`config.mk`:
```
export PLATFORM = sky130hd
export DESIGN_NAME = q_measure
export DESIGN_NICKNAME = d
export VERILOG_FILES = /design/src/rtl/q_measure.sv
export SDC_FILE = /design/constraint.sdc
export NUM_CORES = 1
export LEC_CHECK = 0
export CAP_MARGIN = 20
export CORE_UTILIZATION = 50
export CTS_BUF_LIST = sky130_fd_sc_hd__clkbuf_8
export DETAILED_ROUTE_END_ITERATION = 6
export PLACE_DENSITY = 0.76
export SYNTH_ARGS = -nofsm -noshare
export SYNTH_HDL_FRONTEND = slang
export SYNTH_SLANG_ARGS = --single-unit
```
`constraint.sdc`:
```
create_clock -name clk -period 2.3 [get_ports clk]
set_input_delay 0.575 -clock clk [delete_from_list [all_inputs] [get_ports clk]]
set_output_delay 0.575 -clock clk [all_outputs]
set_load 0.005 [all_outputs]
```
`src/rtl/q_measure.sv`:
```
// q_measure: measurement front-end between the ADC interface and the secant
// controller. After every i_ref change (or enable rising) it waits a fixed
// settling interval, then averages 2**LOG2_AVG ADC samples and publishes the
// mean, repeating continuously until i_ref changes again.
//
// Ports:
//   clk         clock
//   rst         asynchronous reset, active-high
//   enable      block active when high
//   i_ref       current reference from the controller, watched for changes
//   adc_data    unsigned ADC sample
//   adc_valid   adc_data valid this cycle (no backpressure)
//   q_measured  registered averaged measurement
//   ready       one-cycle strobe: q_measured is new
//   overrange   a sample in the published window was all-ones
//   busy        high while settling or accumulating
module q_measure #(
    parameter int unsigned BUS_WIDTH     = 10,
    parameter int unsigned ADC_WIDTH     = 10,
    parameter int unsigned LOG2_AVG      = 3,
    parameter int unsigned SETTLE_CYCLES = 16
) (
    input  logic                 clk,
    input  logic                 rst,
    input  logic                 enable,
    input  logic [BUS_WIDTH-1:0] i_ref,
    input  logic [ADC_WIDTH-1:0] adc_data,
    input  logic                 adc_valid,
    output logic [BUS_WIDTH-1:0] q_measured,
    output logic                 ready,
    output logic                 overrange,
    output logic                 busy
);

    localparam int unsigned AW = ADC_WIDTH + LOG2_AVG;
    localparam int unsigned CW = LOG2_AVG + 1;
    localparam int unsigned SW = (SETTLE_CYCLES > 1) ? $clog2(SETTLE_CYCLES) : 1;
    localparam logic [CW-1:0] LAST_IDX    = CW'((1 << LOG2_AVG) - 1);
    localparam logic [SW-1:0] SETTLE_LOAD = SW'(SETTLE_CYCLES - 1);

    typedef enum logic [1:0] {
        IDLE,
        SETTLE,
        ACCUM,
        PUBLISH
    } state_t;

    state_t state, state_next;

    logic [BUS_WIDTH-1:0] i_ref_q;
    logic [SW-1:0]        settle_cnt;
    logic [AW-1:0]        acc;
    logic [CW-1:0]        cnt;
    logic                 sticky;

    logic                 change;
    logic                 sample_max;
    logic                 last_sample;
    logic [AW-1:0]        acc_sum;
    logic [ADC_WIDTH-1:0] mean;
    logic [BUS_WIDTH-1:0] mean_bus;
    logic                 unused_bits;

    logic settle_load;
    logic acc_clear;
    logic acc_take;
    logic publish;

    assign change      = enable && (i_ref != i_ref_q);
    assign sample_max  = &adc_data;
    assign last_sample = (cnt == LAST_IDX);
    // Sum includes the sample being accepted so the final one lands in the
    // published mean on the same edge it is taken.
    assign acc_sum     = acc + AW'(adc_data);
    assign mean        = acc_sum[AW-1:LOG2_AVG];

    generate
        if (ADC_WIDTH > BUS_WIDTH) begin : g_drop_lsbs
            assign mean_bus = mean[ADC_WIDTH-1 -: BUS_WIDTH];
        end else if (ADC_WIDTH < BUS_WIDTH) begin : g_pad_lsbs
            assign mean_bus = {mean, {(BUS_WIDTH - ADC_WIDTH){1'b0}}};
        end else begin : g_pass
            assign mean_bus = mean;
        end
    endgenerate

    // Low sum bits (and dropped mean bits) are intentionally discarded.
    assign unused_bits = ^{acc_sum, mean};

    always_ff @(posedge clk or posedge rst) begin
        if (rst) begin
            state <= IDLE;
        end else begin
            state <= state_next;
        end
    end

    // Priority: enable low, then i_ref change, then normal progress; a change
    // on the final-sample edge therefore drops the window without publishing.
    always_comb begin
        state_next  = state;
        settle_load = 1'b0;
        acc_clear   = 1'b0;
        acc_take    = 1'b0;
        publish     = 1'b0;
        ready       = (state == PUBLISH);
        busy        = (state == SETTLE) || (state == ACCUM);

        if (!enable) begin
            state_next = IDLE;
            acc_clear  = 1'b1;
        end else if (state == IDLE) begin
            state_next  = SETTLE;
            settle_load = 1'b1;
        end else if (change) begin
            state_next  = SETTLE;
            settle_load = 1'b1;
            acc_clear   = 1'b1;
        end else begin
            case (state)
                SETTLE: begin
                    if (settle_cnt == '0) begin
                        state_next = ACCUM;
                        acc_clear  = 1'b1;
                    end
                end
                ACCUM: begin
                    if (adc_valid) begin
                        acc_take = 1'b1;
                        if (last_sample) begin
                            publish    = 1'b1;
                            state_next = PUBLISH;
                        end
                    end
                end
                PUBLISH: begin
                    state_next = ACCUM;
                    acc_clear  = 1'b1;
                end
                default: state_next = IDLE;
            endcase
        end
    end

    always_ff @(posedge clk or posedge rst) begin
        if (rst) begin
            i_ref_q    <= '0;
            settle_cnt <= '0;
            acc        <= '0;
            cnt        <= '0;
            sticky     <= 1'b0;
            q_measured <= '0;
            overrange  <= 1'b0;
        end else begin
            i_ref_q <= i_ref;

            if (settle_load) begin
                settle_cnt <= SETTLE_LOAD;
            end else if ((state == SETTLE) && (settle_cnt != '0)) begin
                settle_cnt <= settle_cnt - SW'(1);
            end

            if (acc_clear) begin
                acc    <= '0;
                cnt    <= '0;
                sticky <= 1'b0;
            end else if (acc_take) begin
                acc    <= acc_sum;
                cnt    <= cnt + CW'(1);
                sticky <= sticky | sample_max;
            end

            if (publish) begin
                q_measured <= mean_bus;
                overrange  <= sticky | sample_max;
            end
        end
    end

endmodule

```
After elaboration in Yosys (flattened, before gate mapping)
Cells that the tools add are included.
{"block": "classes", "n_addsub": 3, "mul": 0, "div": 0, "magnitude_cmp": 0, "eq_ne": 8, "shifts": 0, "mux": 34, "n_bitwise": 1, "n_reduce_logical": 10}
{"operator": "two-way mux 13 bit", "n": 2}
{"operator": "two-way mux 1 bit", "n": 20}
{"operator": "two-way mux 4 bit", "n": 4}
{"operator": "adder 13 x 10 -> 13 bit", "n": 1}
{"operator": "two-way mux 2 bit", "n": 6}
{"operator": "!= test 10 bit", "n": 1}
{"operator": "!= test 5 x 4 -> 1 bit (second input constant)", "n": 2}
{"operator": "AND reduction 10 bit", "n": 1}
{"operator": "one-hot mux 2 bit (3 select lines)", "n": 1}
{"operator": "!= test 5 x 3 -> 1 bit (second input constant)", "n": 1}
{"operator": "adder 4 x 1 -> 4 bit (second input constant)", "n": 1}
{"operator": "equality test 2 bit (second input constant)", "n": 2}
{"operator": "equality test 4 x 3 -> 1 bit (second input constant)", "n": 1}
{"operator": "zero test 4 bit", "n": 1}
{"operator": "nonzero test 2 bit", "n": 2}
{"operator": "nonzero test 4 bit", "n": 1}
{"operator": "subtractor 4 x 1 -> 4 bit (second input constant)", "n": 1}
{"operator": "AND reduction 3 bit", "n": 1}
{"operator": "equality test 2 x 1 -> 1 bit (second input constant)", "n": 1}
{"operator": "logical AND 1 bit", "n": 2}
{"operator": "zero test 2 bit", "n": 1}
{"operator": "one-hot mux 1 bit (2 select lines)", "n": 1}
{"operator": "logical OR 1 bit", "n": 1}
{"operator": "bitwise OR 1 bit", "n": 1}
{"block": "word_totals", "reg_bits": 45, "latch_bits": 0, "ram_bits": 0, "rom_bits": 0, "input_bits": 24, "output_inout_bits": 13, "n_memories": 0}

Longest topological paths before layout
{"block": "logic_depth", "ltp_word": 7, "mapped_depth": 9, "ltp_nobuf": 9}

Worst setup path before layout
Ideal clock, no wire load.
{"block": "synth_timing", "path_kind": "input -> register", "from": "in adc_data[0]", "to": "reg acc[12]", "arrival_time_ns": 2.351, "setup_slack_ns": -0.183, "path_stages": 9, "path_buffers": 0, "cell_sequence": "ha_1 > inv_1 > fa_1 > nor2b_1 > o31a_1 > o2111ai_1 > a2111oi_0 > xnor2_1 > nor2_1"}
{"block": "synth_between", "elab_chain_len": 3}
{"element": "start, declared", "line": "27", "text": "input logic [ADC_WIDTH-1:0] adc_data,"}
{"element": "adder 13 x 10 -> 13 bit", "line": "74", "text": "assign acc_sum = acc + AW'(adc_data);"}
{"element": "two-way mux 13 bit", "line": "167", "text": "end else if (acc_take) begin"}
{"element": "two-way mux 13 bit", "line": "163", "text": "if (acc_clear) begin"}
{"element": "end signal, assigned", "line": "168", "text": "acc <= acc_sum;"}
{"element": "end, declared", "line": "52", "text": "logic [AW-1:0] acc;"}
Every way passes these cells. The select of a mux whose other input is x is not followed.
A chain may end at the register's enable or synchronous reset.

Worst setup path in the final report
{"block": "layout_timing", "from": "in adc_data[5]", "to": "reg acc[11]"}
Same word-level chain as after synthesis.

==> flow_summary.json <==
{
  "final_min_period_over_clock_period_pct": 96.7,
  "cp.arrival_ps": 2450,
  "synth_seq_cells": 45,
  "cts_max_path_buffers": 2,
  "grt_setup_unrepaired": "false",
  "place.port_buffers": 36,
  "placement_rows": 25,
  "synth_cell_types": 45,
  "fillers": 327,
  "die_x_um": 72.1,
  "multi_input_comb_area_sq_um": 1400,
  "synth-async-reset-ratio_pct": 100,
  "synth-edff-count": 0,
  "fin_worst_hold_slack_ps": 402,
  "portion_of_total_power_attributed_to_sequential_cells_pct": 54.1,
  "cp-start-kind": "input pin",
  "synthesis.area_sq_um": 2450,
  "gr-usage-all-layers_pct": 22.4,
  "critical_path.endpoint_type": "flop",
  "netlist_top_cells_area": "sky130_fd_sc_hd__dfrtp_1, sky130_fd_sc_hd__ha_1, sky130_fd_sc_hd__nand2_1, sky130_fd_sc_hd__xor2_1, sky130_fd_sc_hd__xnor2_1",
  "initial_core_util_pct": 51.9,
  "post-route-drc-count": 0,
  "peakVddDrop_v": 0.000413,
  "synthesis_to_layout_area_growth_pct": 40.2,
  "achievable_frequency_mhz": 449,
  "postLayoutCellArea_sq_um": 3440,
  "fin_setup_tns_ps": 0,
  "synth_top_cells_by_count": "sky130_fd_sc_hd__dfrtp_1, sky130_fd_sc_hd__nand2_1, sky130_fd_sc_hd__nor2_1",
  "outcome": "finished, final reports clean",
  "dieHeight_um": 72.1,
  "grt_pass1_wl_um": 9020,
  "clock-root-buffer": "sky130_fd_sc_hd__clkbuf_8",
  "placedInstanceArea_sq_um": 3190,
  "htree_num_levels": 2,
  "layout-drive-gt1-share_pct": 25.4,
  "tritoncts": "yes",
  "worstHoldPathType": "in2reg",
  "combPwrFrac_pct": 13.2,
  "design.portCount": 37,
  "cp_slowest_cell": "sky130_fd_sc_hd__clkdlybuf4s50_1",
  "timing.critical_path.cells": "clkdlybuf4s50_1, ha_4, o21a_1, o31a_1, a221oi_2, buf_4, or3_1, a21oi_1",
  "antenna_violating_nets_post_route": 0,
  "routed_wl_um": 5490,
  "drv_cap": 0,
  "drt_first_pass_iters": 4,
  "syn_avg_cell_area_sq_um": 9.78,
  "synthCells": 251,
  "total_die_area_sq_um": 5190,
  "clock-sinks": 45,
  "worst_setup_hold_path_clk_slew_ps": 80,
  "worstSkewPairLatency_ps": 300,
  "gpl.final_weighted_congestion": 0.831,
  "detail_route.iter0.violations": 66,
  "static-leakage-power_nw": 1.49,
  "hpwl_dp_um": 3810,
  "period_minus_slack_ps": 2220,
  "p_per_area_nw_per_um2": 437,
  "critPathTopFamily": "buffers and inverters",
  "slew_violations": 0,
  "vias": 2120,
  "netlist.top_cell.by_area": "sky130_fd_sc_hd__dfrtp_1",
  "relSlewSlack_pct": 64.5,
  "intPower_mw": 1.12,
  "ys_seq_area_share_pct": 45.9,
  "crit_path_max_fanout": 4,
  "tritoncts.num_buffers": 5,
  "placeable_area_sq_um": 4720,
  "netSwitchingFraction_pct": 25.6,
  "hold_violations": 0,
  "gr-total-overflow": 0,
  "final-seq-area_sq_um": 1130,
  "drt-vias-per-instance": 5.33,
  "ys.flop_type": "sky130_fd_sc_hd__dfrtp_1",
  "yosysTopAreaCellShare_pct": 45.9,
  "first_global_vias": 2020,
  "grt_start_max_net_pins": 29,
  "clock_power_share_pct": 32.7,
  "ws_path_type": "in2reg",
  "worstPathBufferInverterCount": 2,
  "route.detailed.wl_per_inst_um": 13.8,
  "final-setup-viol-count": 0,
  "num_antenna_cells": 0,
  "yosysWarningCount": 0,
  "cp_slowest_stage_delay_ps": 490,
  "synthMostInstantiatedCell": "sky130_fd_sc_hd__dfrtp_1",
  "final_layout_net_count": 371,
  "cts_hold_buffers": 0,
  "clk_skew_ps": 4.84,
  "syn_nets": 292,
  "worst_slew_pin_slew_ps": 533,
  "total_net_switching_power_mw": 0.384,
  "grt_antenna_before_repair": 0,
  "worstPathRequired_ps": 2530
}
-- worst paths after layout --
| path | from | endpoint | slack, ps | depth (start not counted) |
|---|---|---|---|---|
| min in group asynchronous | rst | settle_cnt[3]$_DFFE_PP0P_ | 580 | 2 |
| max | adc_data[5] | acc[11]$_DFFE_PP0P_ | 80 | 8 |
| max in group asynchronous | rst | acc[4]$_DFFE_PP0P_ | 1230 | 3 |
| min | i_ref[4] | i_ref_q[4]$_DFF_PP0_ | 400 | 1 |
| min reg2reg | overrange$_DFFE_PP0P_ | overrange$_DFFE_PP0P_ | 480 | 2 |
| max reg2reg | acc[0]$_DFFE_PP0P_ | acc[10]$_DFFE_PP0P_ | 90 | 10 |
-- cell usage in the layout (no fill, tap or decap), types with 3 or more instances in the layout --
cell type / synthesis / layout
sky130_fd_sc_hd__dlygate4sd2_1: 0 / 3
sky130_fd_sc_hd__inv_1: 10 / 8
sky130_fd_sc_hd__xor2_1: 13 / 13
sky130_fd_sc_hd__clkdlybuf4s50_1: 0 / 23
sky130_fd_sc_hd__nor2_1: 19 / 18
sky130_fd_sc_hd__dfrtp_1: 45 / 45
sky130_fd_sc_hd__buf_4: 0 / 38
sky130_fd_sc_hd__nand2_1: 39 / 39
sky130_fd_sc_hd__clkinvlp_4: 0 / 3
sky130_fd_sc_hd__o21ai_1: 6 / 7
sky130_fd_sc_hd__a21oi_1: 18 / 17
sky130_fd_sc_hd__o21ai_0: 10 / 7
sky130_fd_sc_hd__clkdlybuf4s15_1: 0 / 3
sky130_fd_sc_hd__o21a_1: 3 / 3
sky130_fd_sc_hd__mux2_4: 5 / 5
sky130_fd_sc_hd__o22ai_1: 4 / 4
sky130_fd_sc_hd__ha_4: 0 / 7
sky130_fd_sc_hd__xnor2_1: 12 / 12
sky130_fd_sc_hd__nor3_1: 5 / 5
sky130_fd_sc_hd__clkbuf_2: 0 / 5
sky130_fd_sc_hd__ha_1: 16 / 9
sky130_fd_sc_hd__clkbuf_8: 0 / 5
sky130_fd_sc_hd__nor4_1: 3 / 3
-- power groups by stage --
stage / Sequential [mW] / Clock [mW] / Combinational (mW)
2_1_floorplan: 0.827 / 0 / 0.0887
3_3_place_gp: 0.828 / 0 / 0.191
3_5_place_dp: 0.829 / 0 / 0.194
4_1_cts: 0.813 / 0.506 / 0.192
5_1_grt: 0.815 / 0.534 / 0.220
6_report: 0.813 / 0.492 / 0.199
-- registers in the layout (all words and copies together), names as in the netlist --
name and cells:
cnt 4, settle_cnt 4, state 2, sticky 1, q_measured 10, overrange 1, acc 13, i_ref_q 10
-- repair_timing --
item	in CTS	in global routing
buffers inserted	3	1
gates resized for setup	21	31
gates cloned	1	0
pin swaps	10	13
setup endpoints to repair	18	18
-- final cells by class --
cell class | count | share of cell area, %
inverters | 10 | 1.09
clock buffers | 5 | 2.00
flip-flops and latches | 45 | 32.7
well taps | 67 | 2.44
repair buffers | 79 | 20.3
multi-input cells | 189 | 40.8
clock inverters | 3 | 0.655
-- worst reg2reg max path, stage by stage (launching register included) --
cell and delay [ps]:
sky130_fd_sc_hd__dfrtp_1 390, sky130_fd_sc_hd__ha_4 150, sky130_fd_sc_hd__inv_2 40, sky130_fd_sc_hd__fa_2 350, sky130_fd_sc_hd__nor2b_1 150, sky130_fd_sc_hd__o31a_1 240, sky130_fd_sc_hd__o2111ai_2 150, sky130_fd_sc_hd__buf_4 190
sky130_fd_sc_hd__a211oi_4 230, sky130_fd_sc_hd__xnor2_1 150, sky130_fd_sc_hd__nor2_1 70
-- stage by stage --
step	power (mW)	setup slack (ps)	instances	utilization, %
3_3_place_gp	1.02	-576	385	67.6
5_1_grt	1.57	1.28	398	72.8
2_1_floorplan	0.916	-8.75	251	-
3_5_place_dp	1.02	-637	385	67.6
4_1_cts	1.51	7.66	397	70.9
6_report	1.50	75.2	398	72.8
-- layer usage --
layer  GRT usage (%)  wire length, um  vias to the layer above
met5               0                0                        -
li1                -                -                     1041
met3            4.86              132                       11
met1            29.9             2600                     1028
met2            37.0             2660                       40
met4            6.32              100                        0
-- logic make-up (layout without fill, tap and decap cells) --
group | count (synthesis) | in the layout | synth area share (%)
AND/OR/NAND/NOR | 83 | 83 | 15.1
AO/OA/AOI/OAI | 58 | 58 | 14.4
flip-flops | 45 | 45 | 45.9
XOR/XNOR | 25 | 25 | 8.92
adder cells (fa/ha/maj) | 17 | 17 | 8.97
buffers and inverters | 17 | 97 | 3.21
multiplexers | 6 | 6 | 3.47
Power figures use the tool's default switching activity.
==> variant, RTL diff (same settings) <==
Register the output `q_measured` once more; this adds one clock of latency there. The other outputs are not delayed to match. Comments in the files are not updated.
--- a/src/rtl/q_measure.sv
+++ b/src/rtl/q_measure.sv
@@ -44,6 +44,8 @@
         ACCUM,
         PUBLISH
     } state_t;
+
+    logic [BUS_WIDTH-1:0] q_measured_s0;
 
     state_t state, state_next;
 
@@ -149,7 +151,7 @@
             acc        <= '0;
             cnt        <= '0;
             sticky     <= 1'b0;
-            q_measured <= '0;
+            q_measured_s0 <= '0;
             overrange  <= 1'b0;
         end else begin
             i_ref_q <= i_ref;
@@ -171,11 +173,15 @@
             end
 
             if (publish) begin
-                q_measured <= mean_bus;
+                q_measured_s0 <= mean_bus;
                 overrange  <= sticky | sample_max;
             end
         end
     end
 
+    always_ff @(posedge clk) begin
+        q_measured <= q_measured_s0;
+    end
+
 endmodule
 
Function: no difference found for any inputs over 10 cycles, from zero or initial values and one cycle with rst high; that may be too few to reach the edited logic, so the function may still have changed.
==> variant against the unedited design <==
  * Critical path depth grew 1
  * Wire length shrank 2.7%
  * Total power grew 21%
  * Worst setup slack lost 0.0080 ns
  * Via count shrank 2.0%
  * Area after synthesis grew 6.9%
  * First-iteration DRC count grew 32%
  * Sequential cell count grew 10
  * Sequential share of layout area grew 5.2 points
  * Count of clock-buffer cells in the layout is the same
  * Final area grew 1.7%
  * Critical path type unchanged
  * Largest cell class is now registers
  * Largest power group unchanged
  * Highest routed layer unchanged
==> variant: results (changes against the unedited design) <==
** Run status
- The run finished with clean final reports.

** Hold path
- The hold-critical path depth was 0 (-1).
- The startpoint identified for the worst hold timing path is q_measured_s0[3]$_DFFE_PP0P_.
- Hold-critical path endpoint :: q_measured[3]$_DFF_P_

** Synthesis
- The proportion of synthesized chip area in sequential cells came to 50.5% (+4.7 points).
- Multiplexer fraction of the synthesized cell area :: 1.14% (-2.3 points)

** Global routing
- GRT Util Overall :: 22.1% (-0.29 points)
- The wire length of the first global-routing pass was 9.09 mm (+0.77%).

** Route
- Met3 wire len :: 213 µm (+61%)
- Wire per inst :: 13.4 µm (-3.0%)
- The met2 routed wirelength came to 2.66 mm (about the same).
- The detailed-route wire length on metal 1 came to 2.36 mm (-9.3%).

** Worst setup path
- Cell type group with the largest total delay on the critical path :: compound AO/OA/AOI/OAI gates
- Largest incremental delay on the critical path :: 0.44 ns (-0.05 ns)

** Power
- Worst VDD drop :: 0.332 mV (-20%)
- Proportion of power drawn by the clock network :: 35.0% (+2.3 points)
- Net switching power :: 416 µW (+8.3%)
- The static leakage is 0.00153 µW (+3.1%).

** Layout
- Inverters excl. clock :: 13 (+3)
- The layout net count came to 369 (-0.54%).
- In the final design, more cell area goes to registers than to any other class.
- Seq area share :: 37.9% (+5.2 points)
- The count of plain and timing-repair buffers in the layout came to 70 (-11%).
- Compared with the post-synthesis result, the final layout area differs by 33.4%.

** Placed design
- The routability-driven placement congestion ratio is 0.923 (+11%).
- The standard cell area after detailed placement came to 3330 µm² (+4.4%).
- The worst slack at placement was -0.633 ns (+0.00391 ns).

** Floorplan
- The number of rows created at floorplan was 26 (+4.0%).

** Timing
- Fin Hold WS :: 0.374 ns (-0.0280 ns)
- The worst clock skew came to 0.00726 ns (+0.00241 ns).
-- variant: cell count changes after synthesis, sizes merged, moves of 5 or more --
cell   before  now
dfxtp       0   10
o21ai      16   30
xnor2      12   18
mux2        5    0
xor2       13    7
a21oi      18   12
nor2       19   12
-- variant: layer usage --
metal | vias up | GRT usage (%)
li1 | 1026 | -
met1 | 990 | 27.0
met2 | 51 | 37.0
met3 | 10 | 4.74
met4 | 0 | 10.9
met5 | - | 0
-- variant: worst max-delay path by stage --
| stage | from | to | slack [ns] | depth (start not counted) |
|---|---|---|---|---|
| finish | adc_data[6] | acc[11]$_DFFE_PP0P_ | 0.07 | 9 |
| global route | adc_data[3] | acc[11]$_DFFE_PP0P_ | -0.01 | 9 |
| CTS | adc_data[3] | acc[6]$_DFFE_PP0P_ | 0.02 | 8 |
| detailed placement | adc_data[0] | q_measured_s0[9]$_DFFE_PP0P_ | -0.63 | 10 |
| global placement | adc_data[0] | q_measured_s0[9]$_DFFE_PP0P_ | -0.53 | 10 |
| floorplan | adc_data[0] | q_measured_s0[9]$_DFFE_PP0P_ | 0.006 | 9 |
-- variant: worst reg2reg max path: stages, from the launching register on --
cell and delay (ns):
sky130_fd_sc_hd__dfrtp_1 0.36, sky130_fd_sc_hd__ha_2 0.18, sky130_fd_sc_hd__inv_1 0.06, sky130_fd_sc_hd__fa_2 0.36, sky130_fd_sc_hd__nand2b_4 0.17, sky130_fd_sc_hd__a21oi_4 0.17, sky130_fd_sc_hd__o21ai_2 0.09, sky130_fd_sc_hd__a211oi_2 0.28
sky130_fd_sc_hd__buf_4 0.17, sky130_fd_sc_hd__nand3_1 0.08, sky130_fd_sc_hd__o221ai_2 0.07
